**src/rtl/axi_pkg.sv**
```systemverilog
// ---------------------------------------------------------------------------
// axi_pkg
// Shared definitions for the AXI read responder slice:
//   - burst and response encodings
//   - ar_req_t : one queued read request, already decoded to an SRAM word
//                address plus an error flag, so the engine never looks at
//                raw AXI fields again
//   - eng_state_t : read engine states
//   - burst_unsupported() : true for WRAP and the reserved burst encoding
// ---------------------------------------------------------------------------
package axi_pkg;

    localparam logic [1:0] BURST_FIXED = 2'b00;
    localparam logic [1:0] BURST_INCR  = 2'b01;
    localparam logic [1:0] BURST_WRAP  = 2'b10;

    localparam logic [1:0] RESP_OKAY   = 2'b00;
    localparam logic [1:0] RESP_SLVERR = 2'b10;

    // Widths used to size ar_req_t; the responder's AXI_IDW / SRAM_AW
    // parameters default to these and must be kept equal to them.
    localparam int REQ_IDW = 4;
    localparam int REQ_AW  = 12;

    // The engine reuses 'len' as its beats-left counter once a request is
    // loaded. 'fixed' selects a held word address instead of incrementing.
    typedef struct packed {
        logic [REQ_IDW-1:0] id;
        logic [REQ_AW-1:0]  word_addr;
        logic [3:0]         len;
        logic               fixed;
        logic               err;
    } ar_req_t;

    typedef enum logic {
        ST_IDLE,
        ST_RUN
    } eng_state_t;

    function automatic logic burst_unsupported(input logic [1:0] burst);
        return (burst != BURST_INCR) && (burst != BURST_FIXED);
    endfunction

endpackage

```
**src/rtl/axi_rd_slv_sram_if.sv**
```systemverilog
// ---------------------------------------------------------------------------
// axi_rd_slv_sram_if
// AXI3-style read address (AR) and read data (R) channels.
//   master modport : drives AR and rready, receives arready and R
//   slave  modport : receives AR and rready, drives arready and R
// Parameters: IDW (id width), DW (data width).
// ---------------------------------------------------------------------------
interface axi_rd_slv_sram_if #(
    parameter int IDW = 4,
    parameter int DW  = 256
);

    logic           arvalid;
    logic [IDW-1:0] arid;
    logic [31:0]    araddr;
    logic [3:0]     arlen;
    logic [2:0]     arsize;
    logic [1:0]     arburst;
    logic           arready;

    logic           rvalid;
    logic [IDW-1:0] rid;
    logic [DW-1:0]  rdata;
    logic [1:0]     rresp;
    logic           rlast;
    logic           rready;

    modport master (
        output arvalid, arid, araddr, arlen, arsize, arburst, rready,
        input  arready, rvalid, rid, rdata, rresp, rlast
    );

    modport slave (
        input  arvalid, arid, araddr, arlen, arsize, arburst, rready,
        output arready, rvalid, rid, rdata, rresp, rlast
    );

endinterface

```
**src/rtl/axi_rsp_skid_fifo.sv**
```systemverilog
// ---------------------------------------------------------------------------
// axi_rsp_skid_fifo
// Small synchronous FIFO used both as the AR request queue and as the
// 2-entry R output buffer. The head entry is presented combinationally on
// dout, and full/empty come straight from a registered count, so neither
// flag depends on the push/pop inputs of the same cycle.
// Ports:
//   clk, rst_n   clock, async active-low reset (clears storage too)
//   push, din    write strobe and data (push while full is accepted only
//                together with a pop)
//   pop, dout    read strobe and head data
//   full, empty  occupancy flags
// Parameters: WIDTH (entry width), DEPTH (entries, power of 2, >= 2).
// ---------------------------------------------------------------------------
module axi_rsp_skid_fifo #(
    parameter int WIDTH = 8,
    parameter int DEPTH = 2,
    localparam int PW   = (DEPTH > 1) ? $clog2(DEPTH) : 1
) (
    input  logic             clk,
    input  logic             rst_n,
    input  logic             push,
    input  logic [WIDTH-1:0] din,
    input  logic             pop,
    output logic [WIDTH-1:0] dout,
    output logic             full,
    output logic             empty
);

    logic [WIDTH-1:0] mem [DEPTH];
    logic [PW-1:0]    wr_ptr;
    logic [PW-1:0]    rd_ptr;
    logic [PW:0]      count;
    logic             do_push;
    logic             do_pop;

    // Guard the strobes so a misbehaving caller cannot corrupt the count.
    always_comb begin
        do_pop  = pop && !empty;
        do_push = push && (!full || do_pop);
    end

    // Pointers wrap naturally because DEPTH is a power of two. Storage is
    // cleared on reset so the outputs read as zero while nothing is held.
    always_ff @(posedge clk or negedge rst_n) begin
        if (!rst_n) begin
            for (int i = 0; i < DEPTH; i++) begin
                mem[i] <= '0;
            end
            wr_ptr <= '0;
            rd_ptr <= '0;
            count  <= '0;
        end else begin
            if (do_push) begin
                mem[wr_ptr] <= din;
                wr_ptr      <= wr_ptr + PW'(1);
            end
            if (do_pop) begin
                rd_ptr <= rd_ptr + PW'(1);
            end
            case ({do_push, do_pop})
                2'b10:   count <= count + (PW+1)'(1);
                2'b01:   count <= count - (PW+1)'(1);
                default: count <= count;
            endcase
        end
    end

    assign dout  = mem[rd_ptr];
    assign full  = (count == (PW+1)'(DEPTH));
    assign empty = (count == '0);

endmodule

```
**src/rtl/axi_rd_slv_sram.sv**
```systemverilog
// ---------------------------------------------------------------------------
// axi_rd_slv_sram
// AXI3-style read responder serving AR/R transactions from a single-port
// synchronous SRAM (read data valid one cycle after the read strobe).
// Requests are queued (OUTSTD_DEPTH deep) and answered strictly in order,
// one beat per cycle with no bubble between bursts.
// Ports:
//   aclk, aresetn   clock, async active-low reset
//   axi (slave)     AR and R channels
//   o_sram_cs       SRAM read strobe
//   o_sram_addr     SRAM word address
//   i_sram_rdata    SRAM read data, one cycle after o_sram_cs
//   o_busy          queue, engine, in-flight read or output buffer active
// Parameters: AXI_IDW, AXI_DATA_WID, SRAM_AW, OUTSTD_DEPTH.
// ---------------------------------------------------------------------------
module axi_rd_slv_sram
    import axi_pkg::*;
#(
    parameter int AXI_IDW      = REQ_IDW,
    parameter int AXI_DATA_WID = 256,
    parameter int SRAM_AW      = REQ_AW,
    parameter int OUTSTD_DEPTH = 4
) (
    input  logic                    aclk,
    input  logic                    aresetn,
    axi_rd_slv_sram_if.slave        axi,
    output logic                    o_sram_cs,
    output logic [SRAM_AW-1:0]      o_sram_addr,
    input  logic [AXI_DATA_WID-1:0] i_sram_rdata,
    output logic                    o_busy
);

    localparam int NB   = AXI_DATA_WID / 8;
    localparam int BSH  = $clog2(NB);
    localparam int OB_W = AXI_IDW + AXI_DATA_WID + 3;

    // AR queue
    ar_req_t push_req;
    ar_req_t q_head;
    logic    q_push;
    logic    q_pop;
    logic    q_full;
    logic    q_empty;

    // read engine
    eng_state_t state;
    ar_req_t    cur;
    ar_req_t    sel;
    logic       have_req;
    logic       sel_last;
    logic       issue;

    // sideband of the read currently inside the SRAM
    logic               inflight;
    logic [AXI_IDW-1:0] sb_id;
    logic               sb_last;
    logic               sb_err;

    // output buffer
    logic [OB_W-1:0] ob_din;
    logic [OB_W-1:0] ob_dout;
    logic            ob_full;
    logic            ob_empty;
    logic            r_pop;
    logic [1:0]      ob_occ;
    logic [2:0]      occ_after;
    logic            credit_ok;

    // Decode the AR beat once at push time: word address from the bits
    // above the byte lane, and an error flag for anything this memory
    // cannot honour (unsupported burst, narrow size, address beyond SRAM).
    always_comb begin
        push_req.id        = axi.arid;
        push_req.word_addr = axi.araddr[BSH+SRAM_AW-1:BSH];
        push_req.len       = axi.arlen;
        push_req.fixed     = (axi.arburst == BURST_FIXED);
        push_req.err       = burst_unsupported(axi.arburst)
                           || (axi.arsize != 3'(BSH))
                           || ((axi.araddr >> (BSH + SRAM_AW)) != 32'd0);
    end

    assign axi.arready = !q_full;
    assign q_push      = axi.arvalid && !q_full;

    axi_rsp_skid_fifo #(
        .WIDTH ($bits(ar_req_t)),
        .DEPTH (OUTSTD_DEPTH)
    ) u_ar_queue (
        .clk   (aclk),
        .rst_n (aresetn),
        .push  (q_push),
        .din   (push_req),
        .pop   (q_pop),
        .dout  (q_head),
        .full  (q_full),
        .empty (q_empty)
    );

    // Credit: the output buffer holds two beats. A read issued now lands in
    // the buffer next cycle, so count what will still be held after this
    // cycle's R handshake plus the read already in flight. Crediting the
    // pop of the current cycle is what lets a draining buffer sustain one
    // beat per cycle.
    always_comb begin
        r_pop     = axi.rvalid && axi.rready;
        ob_occ    = ob_full ? 2'd2 : (ob_empty ? 2'd0 : 2'd1);
        occ_after = {1'b0, ob_occ} + {2'b00, inflight} - {2'b00, r_pop};
        credit_ok = (occ_after < 3'd2);
    end

    // The engine issues from its loaded burst while running; when idle it
    // issues beat 0 straight from the queue head, which is what gives the
    // first SRAM read one cycle after the AR handshake. At the last beat of
    // a running burst the next head is loaded in the same cycle so the
    // following burst starts without a gap.
    always_comb begin
        sel       = (state == ST_RUN) ? cur : q_head;
        have_req  = (state == ST_RUN) || !q_empty;
        sel_last  = (sel.len == 4'd0);
        issue     = have_req && credit_ok;
        q_pop     = issue && ((state == ST_IDLE) || (sel_last && !q_empty));
    end

    assign o_sram_cs   = issue;
    assign o_sram_addr = sel.word_addr;

    // Engine state, current burst and the sideband that travels one cycle
    // behind each SRAM read.
    always_ff @(posedge aclk or negedge aresetn) begin
        if (!aresetn) begin
            state    <= ST_IDLE;
            cur      <= '0;
            inflight <= 1'b0;
            sb_id    <= '0;
            sb_last  <= 1'b0;
            sb_err   <= 1'b0;
        end else begin
            inflight <= issue;
            if (issue) begin
                sb_id   <= sel.id;
                sb_last <= sel_last;
                sb_err  <= sel.err;
                if (!sel_last) begin
                    cur.id        <= sel.id;
                    cur.fixed     <= sel.fixed;
                    cur.err       <= sel.err;
                    cur.len       <= sel.len - 4'd1;
                    cur.word_addr <= sel.fixed ? sel.word_addr
                                               : sel.word_addr + SRAM_AW'(1);
                    state         <= ST_RUN;
                end else if ((state == ST_RUN) && !q_empty) begin
                    cur   <= q_head;
                    state <= ST_RUN;
                end else begin
                    state <= ST_IDLE;
                end
            end
        end
    end

    // Error beats still carry the SRAM data; only the response changes.
    assign ob_din = {sb_id, i_sram_rdata, (sb_err ? RESP_SLVERR : RESP_OKAY), sb_last};

    axi_rsp_skid_fifo #(
        .WIDTH (OB_W),
        .DEPTH (2)
    ) u_out_buf (
        .clk   (aclk),
        .rst_n (aresetn),
        .push  (inflight),
        .din   (ob_din),
        .pop   (r_pop),
        .dout  (ob_dout),
        .full  (ob_full),
        .empty (ob_empty)
    );

    // R outputs come only from the buffer head, so they stay frozen while
    // the master stalls and rvalid never looks at rready.
    assign axi.rvalid = !ob_empty;
    assign axi.rid    = ob_dout[OB_W-1 -: AXI_IDW];
    assign axi.rdata  = ob_dout[AXI_DATA_WID+2:3];
    assign axi.rresp  = ob_dout[2:1];
    assign axi.rlast  = ob_dout[0];

    assign o_busy = (state == ST_RUN) || !q_empty || inflight || !ob_empty;

endmodule

```
**src/flat_wrapper.sv**
```systemverilog
// flat-port wrapper written by rule: the top's interface ports become plain ports
module axi_rd_slv_sram_flat import axi_pkg::*;
#(
    parameter int AXI_IDW      = REQ_IDW,
    parameter int AXI_DATA_WID = 256,
    parameter int SRAM_AW      = REQ_AW,
    parameter int OUTSTD_DEPTH = 4
)
  (aclk, aresetn, o_sram_cs, o_sram_addr, i_sram_rdata, o_busy, axi_arvalid, axi_arid, axi_araddr, axi_arlen, axi_arsize, axi_arburst, axi_rready, axi_arready, axi_rvalid, axi_rid, axi_rdata, axi_rresp, axi_rlast);
  axi_rd_slv_sram_if #(.IDW((4)), .DW((256))) axi_i ();
  input  logic aclk;
  input  logic aresetn;
  output logic o_sram_cs;
  output logic [SRAM_AW-1:0] o_sram_addr;
  input  logic [AXI_DATA_WID-1:0] i_sram_rdata;
  output logic o_busy;
  input wire logic [$bits(axi_i.arvalid)-1:0] axi_arvalid;
  input wire logic [$bits(axi_i.arid)-1:0] axi_arid;
  input wire logic [$bits(axi_i.araddr)-1:0] axi_araddr;
  input wire logic [$bits(axi_i.arlen)-1:0] axi_arlen;
  input wire logic [$bits(axi_i.arsize)-1:0] axi_arsize;
  input wire logic [$bits(axi_i.arburst)-1:0] axi_arburst;
  input wire logic [$bits(axi_i.rready)-1:0] axi_rready;
  output wire logic [$bits(axi_i.arready)-1:0] axi_arready;
  output wire logic [$bits(axi_i.rvalid)-1:0] axi_rvalid;
  output wire logic [$bits(axi_i.rid)-1:0] axi_rid;
  output wire logic [$bits(axi_i.rdata)-1:0] axi_rdata;
  output wire logic [$bits(axi_i.rresp)-1:0] axi_rresp;
  output wire logic [$bits(axi_i.rlast)-1:0] axi_rlast;
  assign axi_i.arvalid = axi_arvalid;
  assign axi_i.arid = axi_arid;
  assign axi_i.araddr = axi_araddr;
  assign axi_i.arlen = axi_arlen;
  assign axi_i.arsize = axi_arsize;
  assign axi_i.arburst = axi_arburst;
  assign axi_i.rready = axi_rready;
  assign axi_arready = axi_i.arready;
  assign axi_rvalid = axi_i.rvalid;
  assign axi_rid = axi_i.rid;
  assign axi_rdata = axi_i.rdata;
  assign axi_rresp = axi_i.rresp;
  assign axi_rlast = axi_i.rlast;
  axi_rd_slv_sram #(.AXI_IDW(AXI_IDW), .AXI_DATA_WID(AXI_DATA_WID), .SRAM_AW(SRAM_AW), .OUTSTD_DEPTH(OUTSTD_DEPTH)) u_core (.aclk(aclk), .aresetn(aresetn), .axi(axi_i), .o_sram_cs(o_sram_cs), .o_sram_addr(o_sram_addr), .i_sram_rdata(i_sram_rdata), .o_busy(o_busy));
endmodule
```
**config.mk**
```make
export PLATFORM = sky130hd
export DESIGN_NAME = axi_rd_slv_sram_flat
export DESIGN_NICKNAME = d
export VERILOG_FILES = /design/src/rtl/axi_pkg.sv /design/src/rtl/axi_rd_slv_sram_if.sv /design/src/rtl/axi_rsp_skid_fifo.sv /design/src/rtl/axi_rd_slv_sram.sv /design/src/flat_wrapper.sv
export SDC_FILE = /design/constraint.sdc
export NUM_CORES = 1
export LEC_CHECK = 0
export BUFFER_PORTS_ARGS = -buffer_cell sky130_fd_sc_hd__buf_2
export CAP_MARGIN = 10
export CORE_AREA = 2 2 292 294
export CTS_CLUSTER_SIZE = 14
export DETAILED_ROUTE_END_ITERATION = 8
export DIE_AREA = 0 0 294 296
export GPL_TIMING_DRIVEN = 0
export PLACE_DENSITY_LB_ADDON = 0.05
export SYNTH_ARGS = -nofsm -noshare
export SYNTH_HDL_FRONTEND = slang
export SYNTH_SLANG_ARGS = --single-unit
```
**constraint.sdc**
```tcl
create_clock -name aclk -period 8.6 [get_ports aclk]
set_input_delay 0.86 -clock aclk [delete_from_list [all_inputs] [get_ports aclk]]
set_output_delay 0.86 -clock aclk [all_outputs]
set_load 0.01 [all_outputs]
```
==> results of run 1 <==
[through the flow]
step	setup WS, ns	utilization
2_1_floorplan	5.17	-
3_3_place_gp	-7.13	0.397
3_5_place_dp	4.36	0.399
4_1_cts	4.03	0.428
5_1_grt	3.86	0.429
6_report	4.08	0.429
[Yosys cell counts (9+ instances only)]
cell type  instances  area share
mux2_2           880        0.34
dfrtp_1          653        0.56
nand2_1           76      0.0098
clkbuf_1          50      0.0064
buf_2             44      0.0075
nor2_1            23      0.0030
o21ai_0           20      0.0034
buf_1             17      0.0022
mux4_2            16       0.012
buf_4             15      0.0039
a21oi_1           13      0.0022
inv_1             13      0.0017
nor4_1            13      0.0028
mux2i_1           10      0.0034
nor2b_1           10      0.0021
ha_1               9      0.0039
nand3_1            9      0.0015
[cell families (layout without fill, tap and decap cells)]
| family | after synthesis | count (layout) | share of synthesized area |
|---|---|---|---|
| AO/OA/AOI/OAI | 79 | 79 | 0.0189 |
| XOR/XNOR | 12 | 12 | 0.00360 |
| adder cells (fa/ha/maj) | 11 | 11 | 0.00523 |
| buffers and inverters | 145 | 860 | 0.0237 |
| flip-flops | 653 | 653 | 0.560 |
| multiplexers | 912 | 912 | 0.360 |
| other | 1 | 17 | 0.000128 |
| AND/OR/NAND/NOR | 168 | 168 | 0.0285 |
[power breakdown]
group / total, mW / internal (mW) / switching [mW] / leakage (nW)
Clock: 3.18 / 1.85 / 1.32 / 1.20
Combinational: 7.91 / 3.97 / 3.94 / 7.29
Sequential: 5.42 / 4.68 / 0.744 / 7.66
[registers in the layout, summed over array words and instances, names as in the netlist]
| register | flops |
|---|---|
| u_core.u_out_buf.count | 2 |
| u_core.u_ar_queue.mem | 88 |
| u_core.u_out_buf.rd_ptr | 1 |
| u_core.u_ar_queue.count | 3 |
| u_core.state | 1 |
| u_core.u_ar_queue.wr_ptr | 2 |
| u_core.u_out_buf.wr_ptr | 1 |
| u_core.cur | 22 |
| u_core.sb_last | 1 |
| u_core.sb_err | 1 |
| u_core.u_ar_queue.rd_ptr | 2 |
| u_core.sb_id | 4 |
| u_core.u_out_buf.mem | 524 |
| u_core.inflight | 1 |
[per-layer routing]
layer / GRT usage / vias to the layer above
li1: - / 8495
met1: 0.228 / 9527
met2: 0.335 / 471
met3: 0.0566 / 154
met4: 0.0688 / 28
met5: 0 / -
[critical path: stages (launching register included)]
cell	delay [ns]
dfrtp_1	0.43
or2_2	0.34
and2_1	0.21
ha_1	0.29
nand2b_1	0.15
fa_1	0.38
xor2_1	0.20
o211a_1	0.33
clkbuf_1	0.44
buf_2	0.25
[area by class of cell]
class / instances / area, sq um
tap: 1090 / 1360
inverter: 14 / 52.6
buffer: 131 / 641
sequential: 653 / 16300
timing repair buffer: 583 / 3050
clock inverter: 24 / 250
clock buffer: 108 / 2200
antenna: 16 / 40.0
multi-input combinational: 1183 / 12200
fill: 7843 / 48100
[how the worst max path moves through the flow]
| stage | from | to | slack, ns | cells after the start |
|---|---|---|---|---|
| floorplan | axi_rready | o_sram_cs | 5.17 | 7 |
| global placement | aresetn | u_core.u_out_buf.mem[320] | -7.13 | 1 |
| detailed placement | u_core.u_ar_queue.rd_ptr[0] | u_core.u_ar_queue.count[2] | 4.36 | 15 |
| CTS | u_core.u_out_buf.count[0] | o_sram_cs | 4.03 | 9 |
| global route | u_core.u_out_buf.count[0] | o_sram_cs | 3.86 | 9 |
| finish | u_core.u_out_buf.count[0] | o_sram_cs | 4.08 | 9 |
==> flow_summary.yaml, run 1 <==
run_status:
  status: "complete, no violations"
synth:
  ys.flop_type: "dfrtp_1"
  yosys_warnings: 0
  ys_types: 69
  avgSynthCellArea_sq_um: 14.7
  synth-seq-area-share: 0.560
  async_flop_share: 1.00
  syn_area_sq_mm: 0.0292
  synth-seq-cells: 653
  synthCells: 1981
  synth_edf_count: 0
  syn_nets: 2297
place:
  dp_cells: 3654
  globalplace.congestion: 0.806
  hpwlAfterDp_um: 62700
  placed_area_sq_mm: 0.0336
  io_buffers: 577
floorplanning:
  die_h_um: 296
  rows: 107
  fp.dieArea_sq_mm: 0.0870
  die_w_um: 294
  start_util: 0.347
  ios: 584
  core_area_sq_mm: 0.0842
sta:
  fin_crit_sh: 0.525
  hold_slack_ns: 0.256
  slew_viol_final: 0
  worst_pin_slew_ns: 1.07
  setup-tns-final_ns: 0
  finalHoldViolations: 0
  max_slew_margin: 0.284
  skew_ns: 0.0159
  setup_viol: 0
  clock.fmax_mhz: 221
  period_needed_ns: 4.52
  rsz0062_at_grt: "false"
grt:
  track_usage: 0.193
  grt_max_degree: 123
  first_global_vias: 20200
  grt_overflow: 0
  grt_pass1_wl_um: 127000
  antenna_found_initial: 31
cts:
  cts_made_buffers: 77
  clockBufferDepth: 3
  cts_hold_buf: 0
  clk_pin_slew_worst_paths_ns: 0.06
  cts_setup_buffers: 0
  h-tree-depth: 3
  clk-insertion-delay-late_ns: 0.62
  cts_num_sinks: 653
  tritoncts: "built"
  cts_resized: 0
  cts_root_buffer: "clkbuf_16"
critical_path:
  worstSetupStartpointType: "flip-flop"
  required_ns: 7.74
  reg2reg_slack_ns: 4.41
  r2r_end: "u_core.u_ar_queue.count[2]"
  crit_arrival_ns: 3.66
  setup.worst_path.class: "flip-flop to primary output"
  regToRegStartpoint: "u_core.u_ar_queue.rd_ptr[0]"
  critPathCaptureType: "primary output"
  cp_max_fo: 11
  worstRegToRegCells: 15
cells_and_area:
  layout_commonest_cell: "mux2_2"
  num-nets-final: 2959
  drive_above_1_share: 0.622
  final_cell_area_sq_mm: 0.0361
  final_cell_mix: "880 x mux2_2, 653 x dfrtp_1, 620 x buf_2, 77 x clkbuf_16, 76 x nand2_1"
  areaGrowthSynthToFinish_pct: 23.7
  final_cell_count_no_fill: 3802
route:
  wl_per_cell_um: 22.5
  drc: 0
  vias: 18700
  met3_length_um: 5590
  wl_met2_um: 43300
  highest_layer: "met5"
  wirelength_um: 85400
  avgViaCountPerCell: 4.91
  antenna_left: 0
  met1_length_um: 33700
  drtIter0Drc: 555
  first_pass_iters: 5
min_path:
  hp-class: "input pin to async pin"
job:
  maxCapViolCount: 0
power_and_ir_drop:
  power_density_mw_per_mm2: 457
  power.leakage_nw: 16.1
  total_power_mw: 16.5
  vdd_drop_max_mv: 0.189
Note: power is estimated with default switching activity, not from simulation.
==> run 2: changes to the inputs <==
Clock period 8.6 ns to 4.1 ns, I/O delays scaled along.
==> run 2 against run 1 <==
Compared with the run above: wire length rose by 0.63%; global-route usage rose by 0.15 points; setup slack got worse by 3.8 ns; sequential cell count did not move; die area did not move; clock power rose by 110%; via count rose by 2.6%.
==> flow_summary.yaml, run 2 (synthesis results as in run 1) <==
run_status:
  status: "complete, no violations"
sta:
  period_needed_ns: 3.82
  hold_slack_ns: 0.0423
  max_slew_margin: 0.242
  rsz0062_at_grt: "false"
  fin_ws_ns: 0.283
  finalHoldViolations: 0
  skew_ns: 0.0159
  fin_crit_sh: 0.931
  clock.fmax_mhz: 262
  worst_pin_slew_ns: 1.14
  slew_viol_final: 0
  setup_viol: 0
power_and_ir_drop:
  power_density_mw_per_mm2: 927
  power.leakage_nw: 16.7
  vdd_drop_max_mv: 0.371
route:
  vias: 19200
  first_pass_iters: 4
  avgViaCountPerCell: 4.87
  wirelength_um: 85900
  drtIter0Drc: 564
  drc: 0
  wl_per_cell_um: 21.8
  antenna_left: 0
cells_and_area:
  largest_reg_flops: 524
  final_core_util: 0.445
  top_register: "u_core.u_out_buf.mem"
  final_cell_area_sq_mm: 0.0375
  final_cell_mix: "880 x mux2_2, 652 x dfrtp_1, 620 x buf_2, 139 x dlygate4sd3_1, 77 x clkbuf_16"
  num-nets-final: 3097
  areaGrowthSynthToFinish_pct: 28.5
  largestRegisters: "u_core.u_out_buf.mem (524), u_core.u_ar_queue.mem (88), u_core.cur (22)"
  drive_above_1_share: 0.593
  layout_commonest_cell: "mux2_2"
  final_cell_count_no_fill: 3937
cts:
  cts_root_buffer: "clkbuf_16"
  clk_pin_slew_worst_paths_ns: 0.06
  cts_num_sinks: 653
  clk-insertion-delay-late_ns: 0.62
  cts_setup_buffers: 0
  h-tree-depth: 3
  tritoncts: "built"
  clockBufferDepth: 3
  cts_made_buffers: 77
floorplanning:
  die_h_um: 296
  fp.dieArea_sq_mm: 0.0870
  core_area_sq_mm: 0.0842
  start_util: 0.347
  ios: 584
  die_w_um: 294
  rows: 107
job:
  maxCapViolCount: 0
grt:
  first_global_vias: 20800
  grt_pass1_wl_um: 129000
  grt_overflow: 0
  track_usage: 0.195
  antenna_found_initial: 21
  grt_max_degree: 123
critical_path:
  crit_arrival_ns: 3.41
  required_ns: 3.69
  setup.worst_path.class: "flip-flop to primary output"
  cp_max_fo: 15
  worstSetupStartpointType: "flip-flop"
  critPathCaptureType: "primary output"
place:
  dp_worst_setup_slack_ns: -0.136
  globalplace.congestion: 0.806
  dp_cells: 3654
  hpwlAfterDp_um: 62700
  io_buffers: 577
  placed_area_sq_mm: 0.0336
min_path:
  hp-class: "input pin to flip-flop"
## run 2: per-layer routing
| layer | up-vias | part of all wire | track usage |
|---|---|---|---|
| met5 | - | 0.0013 | 0 |
| met3 | 141 | 0.061 | 0.0537 |
| met1 | 9786 | 0.40 | 0.231 |
| met4 | 18 | 0.030 | 0.0674 |
| li1 | 8786 | - | - |
| met2 | 432 | 0.51 | 0.340 |
## run 2: layout make-up
| type | count | area (sq um) |
|---|---|---|
| inverter | 14 | 52.6 |
| clock buffer | 108 | 2200 |
| clock inverter | 24 | 250 |
| sequential | 653 | 16300 |
| buffer | 130 | 644 |
| antenna | 13 | 32.5 |
| multi-input combinational | 1183 | 12200 |
| timing repair buffer | 722 | 4440 |
| fill | 7765 | 46700 |
| tap | 1090 | 1360 |
## run 2: where the power goes
part / internal, mW / leakage (nW) / switching (mW)
Sequential: 9.82 / 7.66 / 1.56
Combinational: 8.42 / 7.87 / 8.31
Clock: 3.89 / 1.20 / 2.78
Total: 22.1 / 16.7 / 12.6
## run 2: final timing paths
kind | cells after the start | startpoint | slack (ns) | end
max in group asynchronous | 4 | aresetn | 2.07 | u_core.u_out_buf.mem[297]
max reg2reg | 15 | u_core.u_ar_queue.rd_ptr[0] | 0.34 | u_core.u_ar_queue.count[2]
min in group asynchronous | 2 | aresetn | 0.41 | u_core.u_out_buf.mem[403]
max | 8 | u_core.u_out_buf.count[0] | 0.28 | o_sram_cs
min | 2 | i_sram_rdata[95] | 0.04 | u_core.u_out_buf.mem[361]
min reg2reg | 2 | u_core.cur[3] | 0.49 | u_core.cur[3]
## run 2: worst max-delay path, cell delays in order, from the launching register on
cell,delay [ns]
dfrtp_1,0.43
or2_2,0.34
and2_1,0.21
ha_1,0.29
nand2b_1,0.15
fa_1,0.38
xor2_1,0.20
o211a_1,0.52
buf_2,0.26
## run 2: through the flow
stage	TNS, ns	total power, mW
3_5_place_dp	-0.136	28.4
4_1_cts	0	35.4
2_1_floorplan	0	22.2
5_1_grt	0	37.1
6_report	0	34.8
3_3_place_gp	-7230.57	27.9
## run 2: timing repair
item | CTS | global route
gates resized for setup | 2 | 9
hold buffers | 139 | 0
hold endpoints to repair | 324 | 0
setup endpoints to repair | 2 | 31
